$ cat src/rtl/lsu_uart_sequencer.sv
// rtl/lsu_uart_sequencer.sv - MEM-stage stall sequencer for LSU accesses to the UART page
// Optional access timeout is built when LSU_UART_TIMEOUT_EN is defined.
module lsu_uart_sequencer #(
    parameter int UART_PAGE      = 4,
    parameter int TIMEOUT_CYCLES = 1024
) (
    input  logic        clk,
    input  logic        rst,
    input  logic [6:0]  opcode,
    input  logic [31:0] address,
    input  logic [31:0] wdata,
    output logic        pipe_en,
    output logic        mem_sel,
    output logic        uart_tx_valid,
    output logic [7:0]  uart_tx_data,
    input  logic        uart_tx_ready,
    input  logic        uart_rx_valid,
    input  logic [7:0]  uart_rx_data,
    output logic        uart_rx_ack,
    output logic [31:0] rdata,
    output logic        err
);

    localparam logic [6:0] OP_LOAD  = 7'b0000011;
    localparam logic [6:0] OP_STORE = 7'b0100011;
    localparam logic [3:0] PAGE     = 4'(UART_PAGE);

    typedef enum logic [1:0] {IDLE, WR_REQ, RD_WAIT, DONE} state_t;

    state_t      state_q, state_d;
    logic        tx_valid_q, tx_valid_d;
    logic [7:0]  tx_data_q, tx_data_d;
    logic        rx_ack_q, rx_ack_d;
    logic [31:0] rdata_q, rdata_d;
    logic        err_q, err_d;

    logic is_ld, is_st, is_uart, expired;

    always_comb begin
        is_ld   = (opcode == OP_LOAD);
        is_st   = (opcode == OP_STORE);
        is_uart = (is_ld | is_st) & (address[11:8] == PAGE);
        mem_sel = (is_ld | is_st) & ~is_uart;
    end

    logic unused_bits;
    assign unused_bits = ^{wdata[31:8], address[31:12], address[7:0]};

`ifdef LSU_UART_TIMEOUT_EN
    localparam int             CW       = $clog2(TIMEOUT_CYCLES + 1);
    localparam logic [CW-1:0]  CNT_LAST = CW'(TIMEOUT_CYCLES - 1);
    logic [CW-1:0] cnt_q, cnt_d;
    assign expired = (cnt_q == CNT_LAST);
`else
    logic unused_timeout_cfg;
    assign unused_timeout_cfg = (TIMEOUT_CYCLES > 0);
    assign expired = 1'b0;
`endif

    always_comb begin
        state_d    = state_q;
        tx_valid_d = tx_valid_q;
        tx_data_d  = tx_data_q;
        rx_ack_d   = 1'b0;
        rdata_d    = rdata_q;
        err_d      = 1'b0;
`ifdef LSU_UART_TIMEOUT_EN
        cnt_d      = cnt_q;
`endif
        case (state_q)
            IDLE: begin
                if (is_uart && is_st) begin
                    tx_data_d  = wdata[7:0];
                    tx_valid_d = 1'b1;
                    state_d    = WR_REQ;
`ifdef LSU_UART_TIMEOUT_EN
                    cnt_d      = '0;
`endif
                end else if (is_uart && is_ld) begin
                    state_d = RD_WAIT;
`ifdef LSU_UART_TIMEOUT_EN
                    cnt_d   = '0;
`endif
                end
            end
            // A handshake on the expiry cycle takes priority over the timeout.
            WR_REQ: begin
                if (tx_valid_q && uart_tx_ready) begin
                    tx_valid_d = 1'b0;
                    state_d    = DONE;
                end else if (expired) begin
                    tx_valid_d = 1'b0;
                    err_d      = 1'b1;
                    state_d    = DONE;
                end else begin
`ifdef LSU_UART_TIMEOUT_EN
                    cnt_d = cnt_q + CW'(1);
`endif
                end
            end
            RD_WAIT: begin
                if (uart_rx_valid) begin
                    rdata_d  = {24'b0, uart_rx_data};
                    rx_ack_d = 1'b1;
                    state_d  = DONE;
                end else if (expired) begin
                    rdata_d = '0;
                    err_d   = 1'b1;
                    state_d = DONE;
                end else begin
`ifdef LSU_UART_TIMEOUT_EN
                    cnt_d = cnt_q + CW'(1);
`endif
                end
            end
            DONE:    state_d = IDLE;
            default: state_d = IDLE;
        endcase
    end

    always_ff @(posedge clk or posedge rst) begin
        if (rst) begin
            state_q    <= IDLE;
            tx_valid_q <= 1'b0;
            tx_data_q  <= '0;
            rx_ack_q   <= 1'b0;
            rdata_q    <= '0;
            err_q      <= 1'b0;
`ifdef LSU_UART_TIMEOUT_EN
            cnt_q      <= '0;
`endif
        end else begin
            state_q    <= state_d;
            tx_valid_q <= tx_valid_d;
            tx_data_q  <= tx_data_d;
            rx_ack_q   <= rx_ack_d;
            rdata_q    <= rdata_d;
            err_q      <= err_d;
`ifdef LSU_UART_TIMEOUT_EN
            cnt_q      <= cnt_d;
`endif
        end
    end

    // DONE releases the pipeline for one cycle without re-decoding the held instruction.
    assign pipe_en = ~(((state_q == IDLE) && is_uart) || (state_q == WR_REQ) || (state_q == RD_WAIT));

    assign uart_tx_valid = tx_valid_q;
    assign uart_tx_data  = tx_data_q;
    assign uart_rx_ack   = rx_ack_q;
    assign rdata         = rdata_q;
    assign err           = err_q;

endmodule

$ cat config.mk
export PLATFORM = sky130hd
export DESIGN_NAME = lsu_uart_sequencer
export DESIGN_NICKNAME = d
export VERILOG_FILES = /design/src/rtl/lsu_uart_sequencer.sv
export SDC_FILE = /design/constraint.sdc
export NUM_CORES = 1
export LEC_CHECK = 0
export CORE_MARGIN = 3
export CORE_UTILIZATION = 24
export CTS_CLUSTER_DIAMETER = 120
export DETAILED_ROUTE_END_ITERATION = 7
export PLACE_DENSITY = 0.76
export SYNTH_ARGS = -nofsm -noshare
export SYNTH_HDL_FRONTEND = slang
export SYNTH_SLANG_ARGS = --single-unit
$ cat constraint.sdc
create_clock -name clk -period 1.75 [get_ports clk]
set_clock_uncertainty 0.1 [all_clocks]
set_input_delay 0.175 -clock clk [delete_from_list [all_inputs] [get_ports clk]]
set_output_delay 0.175 -clock clk [all_outputs]
set_load 0.005 [all_outputs]
After elaboration in Yosys (flattened, before gate mapping)
Cells that the tools add are included.
W data, S select, Z words.
- add/sub/neg operators: 0
- multipliers: 0
- divide/modulo/power cells: 0
- magnitude comparators: 0
- eq/ne operators: 10
- shifts and indexed selects: 0
- multiplexer cells: 10
- bitwise logic cells: 5
- reduce and logical (&&, ||, !) cells: 12
- operator list (kind ; number):
    $mux W2 ; 4
    $pmux W2 S4 ; 1
    $eq A7 B2 Y1 const B ; 1
    $eq A7 B6 Y1 const B ; 1
    $ne A2 B2 Y1 const B ; 3
    $reduce_and A3 Y1 ; 2
    $eq A2 B2 Y1 const B ; 2
    $eq A4 B3 Y1 const B ; 1
    $logic_and A1 B1 Y1 ; 4
    $mux W1 ; 4
    $reduce_and A2 Y1 ; 2
    $ne A3 B3 Y1 const B ; 1
    $and A1 B1 Y1 ; 2
    $eq A2 B1 Y1 const B ; 1
    $logic_not A2 Y1 ; 1
    $logic_or A1 B1 Y1 ; 2
    $not A1 Y1 ; 2
    $pmux W1 S2 ; 1
    $reduce_bool A2 Y1 ; 1
    $or A1 B1 Y1 ; 1
- register bits after elaboration: 20
- latch bits: 0
- bits in writable memories: 0
- bits in read-only memories: 0
- input bits: 83
- output and inout port bits: 45
- word-level logic and storage cells: 42
- memories: 0

Longest topological paths before layout
- word-level depth: 7
- depth in mapped cells: 7
- gate-level depth less buffers: 6

Worst setup path after synthesis
No wires, ideal clock.
- kind: reg-to-reg
- from: reg state_q[0]
- to: reg tx_data_q[0], in the netlist uart_tx_data[0]
- setup time: 125 ps
- arrival: 1463 ps
- required time: 1525 ps
- slack: 62 ps
- cell stages (with the launch flop): 7
- path buffers: 1
- clock period less this slack: 1688 ps
- cell sequence: dfrtp_1 > inv_1 > ha_1 > nand2_1 > and4bb_1 > buf_2 > mux2_2
- cells in the longest elaborated chain, start to end: 2
- RTL lines (element ; RTL line ; text):
    from (decl) ; 30 ; state_t state_q, state_d;
    from (signal assigned) ; 133 ; state_q <= state_d;
    $logic_not A2 Y1 ; 70 ; case (state_q)
    $reduce_and A2 Y1 (no source line) ; - ;
    to (signal assigned) ; 135 ; tx_data_q <= tx_data_d;
    to (decl) ; 32 ; logic [7:0] tx_data_q, tx_data_d;
Every way passes these cells.
A chain may end at the register's enable or synchronous reset.

Worst setup path in the final report
Same ends and word-level chain as after synthesis.

==> summary.txt <==
Logic synthesis
  – Mux cell area share after synthesis: 18.08%
  – Leading cell types by count after synthesis: 25 x buf_4, 20 x dfrtp_1, 16 x mux2_2
  – Library cells used by synthesis: 22
  – Main synth FF type: dfrtp_1
  – Post-synth EDFFs: 0
  – Dominant cells by area after synthesis: dfrtp_1 45%, buf_4 17%, mux2_2 16%
  – Most common cell in the synthesized netlist: buf_4
  – Synth Area in Adders: 3.390%
  – Synth Instances: 93
  – Synth area leader: dfrtp_1
  – Avg Cell Area, Syn: 11.91 um2
  – Netlist Area Pre-Place: 1107 um2
  – Register area share after synthesis: 45.20%
  – Post-synth top area share: 45.20%
  – Synth Area in Simple Gates: 10.40%
  – Seq cells post-synth: 20
  – Fraction of registers with async set/reset: 100.0%
  – Complex-gate fraction of the synthesized area: 3.503%
  – Main combinational cell family by area after synthesis: buffers and inverters
  – Warnings, synthesis: 0
  – Synth Area in XOR/XNOR: 0%

Detailed routing
  – DR vias/cell: 4.052
  – DR DRC count: 0
  – Routed WL: 2.505 mm
  – TritonRoute pass-1 iters: 4
  – Number of DRC markers in iteration 0: 28
  – Post-DR wirelength/cell: 11.93 um
  – Via count: 851
  – DRT antenna net count: 0

Run status
  – Outcome: complete, no violations

Placement
  – Post-DP Area: 1635 um2
  – PortBufs: 50
  – Final GP Congestion: 0.7707
  – Hpwl dp: 1.938 mm
  – Placed cell count: 200

Layout
  – Fin cells: 210
  – Inserted Diodes: 0
  – Footprint of the multi-input gates: 546.8 um2
  – Area growth from synthesis to layout: 63.73%
  – Final net count: 245
  – Share of cells above drive strength 1: 28.48%
  – Fill count: 424
  – Reg area: 500.5 um2
  – Cell area after layout: 1813 um2

Setup path
  – CP Class: reg2reg
  – Slowest CP cell: dfrtp_1
  – Crit path max fanout: 4
  – WP buf/inv: 2
  – Startpoint Class: register
  – Crit path from: state_q[0]$_DFFE_PP0P_
  – CP Capture Point: uart_tx_data[0]$_DFFE_PP0P_
  – Worst path max stage delay: 0.40 ns
  – Setup slack on the worst flop-to-flop path: 0.06 ns
  – CP top delay family: flip-flops
  – Worst Path Required: 1.79 ns
  – R2r endpoint: uart_tx_data[0]$_DFFE_PP0P_
  – Worst r2r src: state_q[0]$_DFFE_PP0P_
  – Critical Path Sink Type: register
  – CP Depth: 6
  – Critical Path AT: 1.74 ns
  – Critical path, cell by cell: inv_2 > ha_4 > nand2_2 > and4bb_4 > clkbuf_16 > mux2_4
  – Worst R2R Path Depth: 6

Floorplan
  – Die span in x: 73.93 um
  – Initial Util: 25.09%
  – Core Region: 4414 um2
  – Site Rows: 24
  – Die Y: 73.93 um
  – DIE AREA: 5465 um2
  – Ports: 128

Pwr
  – Worst vdd ir: 0.5528 mV
  – Power Dens Cells: 1059 nW/um2
  – Leak: 0.0008496 uW

Clock tree
  – Skew-Pair Late Insertion Delay: 0.25 ns
  – Total clock sinks: 20
  – Worst-path clk slew: 0.07 ns
  – Inserted Clock Buffers: 3
  – CTS tree: done
  – Root buffer cell: clkbuf_8
  – Max clock buf depth: 2
  – Number of H-tree levels: 1

Global routing
  – Number of global-route vias before repair: 831
  – First-pass GRT wire length: 3.870 mm
  – Pin count of the biggest net entering global routing: 21
  – Tot GR Track Use: 9.160%
  – Initial antenna violation count: 0
  – Total gr overflow: 0

Min path
  – Hold crit path type: in2async

Timing
  – Tmin final: 1.690 ns
  – Final count of pins violating max slew: 0
  – Final setup viols: 0
  – Fin crit share: 96.60%
  – Final Hold Viols: 0
  – Unrepaired setup endpoints after global routing: true
  – Max Clock Freq: 0.5915 GHz

Flow run
  – # Max-Cap Violations: 0
placed cells by master (no fill, tap or decap), drive strengths merged:
| cell | instances |
|---|---|
| nor2 | 2 |
| nand4 | 1 |
| nand2 | 5 |
| o21ai | 2 |
| a21boi | 1 |
| nor3 | 1 |
| nor4b | 1 |
| ha | 3 |
| clkdlybuf4s50 | 40 |
| mux2 | 16 |
| o22ai | 1 |
| nor2b | 1 |
| a221o | 1 |
| dfrtp | 20 |
| buf | 12 |
| inv | 5 |
| conb | 25 |
| mux2i | 2 |
| and4bb | 1 |
| dlygate4sd2 | 8 |
| nor3b | 1 |
| nor4 | 1 |
| a21oi | 1 |
| dlymetal6s2s | 2 |
| clkbuf | 5 |
registers in the layout (all words and copies together) (netlist names):
name and cells:
rdata 8, state_q 2, uart_rx_ack 1, uart_tx_data 8, uart_tx_valid 1
cell type report:
class,count,area share (%)
Clock buffer,4,3.037
Inverter,5,1.035
Sequential cell,20,27.61
Multi-Input combinational cell,66,30.16
Tap cell,52,3.589
Timing Repair Buffer,63,34.58
cell families after synthesis:
logic type,after synthesis
other,1
adder cells (fa/ha/maj),3
flip-flops,20
multiplexers,18
AO/OA/AOI/OAI,6
buffers and inverters,31
AND/OR/NAND/NOR,14
layer usage:
layer / share of wire [%] / global-route usage [%] / routed length, um / vias to the layer above
met3: 9.5 / 3.830 / 239 / 0
met2: 50 / 14.96 / 1264 / 43
met4: 0 / 1.811 / 0 / 0
met5: 0 / 0 / 0 / -
met1: 40 / 11.37 / 1001 / 413
li1: - / - / - / 395
timing repair:
action | 4_1_cts | 5_1_grt
pin swaps | 7 | 7
gates cloned | 0 | 1
hold buffers | 0 | 0
resized for setup | 14 | 16
setup endpoints to repair | 11 | 12
hold endpoints to repair | 0 | 0
setup buffers | 4 | 2
per-stage QoR:
stage / total power [uW] / util (%) / setup TNS, ns / setup WS, ns / hold slack, ns
floorplan: 1094 / - / 0 / 0.06220 / 0.03883
global placement: 1499 / 37.05 / -2.628 / -0.2561 / 0.3890
detailed placement: 1519 / 37.05 / -3.068 / -0.3005 / 0.3917
CTS: 1914 / 39.14 / 0 / 0.006409 / 0.1534
global route: 2075 / 41.07 / -0.01560 / -0.008335 / 0.1882
finish: 1921 / 41.07 / 0 / 0.05951 / 0.1457
how the worst min path moves through the flow:
stage / startpoint / endpoint / slack, ns / cells past startpoint
floorplan: rst / rdata[0]$_DFFE_PP0P_ / 0.04 / 1
global placement: uart_tx_data[3]$_DFFE_PP0P_ / uart_tx_data[3]$_DFFE_PP0P_ / 0.39 / 1
detailed placement: rdata[5]$_DFFE_PP0P_ / rdata[5]$_DFFE_PP0P_ / 0.39 / 1
CTS: rst / uart_tx_data[7]$_DFFE_PP0P_ / 0.15 / 3
global route: rst / uart_tx_data[3]$_DFFE_PP0P_ / 0.19 / 3
finish: rst / uart_tx_data[3]$_DFFE_PP0P_ / 0.15 / 3
power breakdown:
part | internal [uW] | switching, uW | leakage, uW
clock network | 200 | 152 | 0.0000288
registers | 603 | 72.8 | 0.000251
logic | 565 | 327 | 0.000569
total | 1370 | 552 | 0.000850
tightest hold or removal path, cell delays in order:
cell	delay (ns)
clkdlybuf4s50_1	0.40
inv_1	0.05
buf_4	0.26
Power figures use the tool's default switching activity.
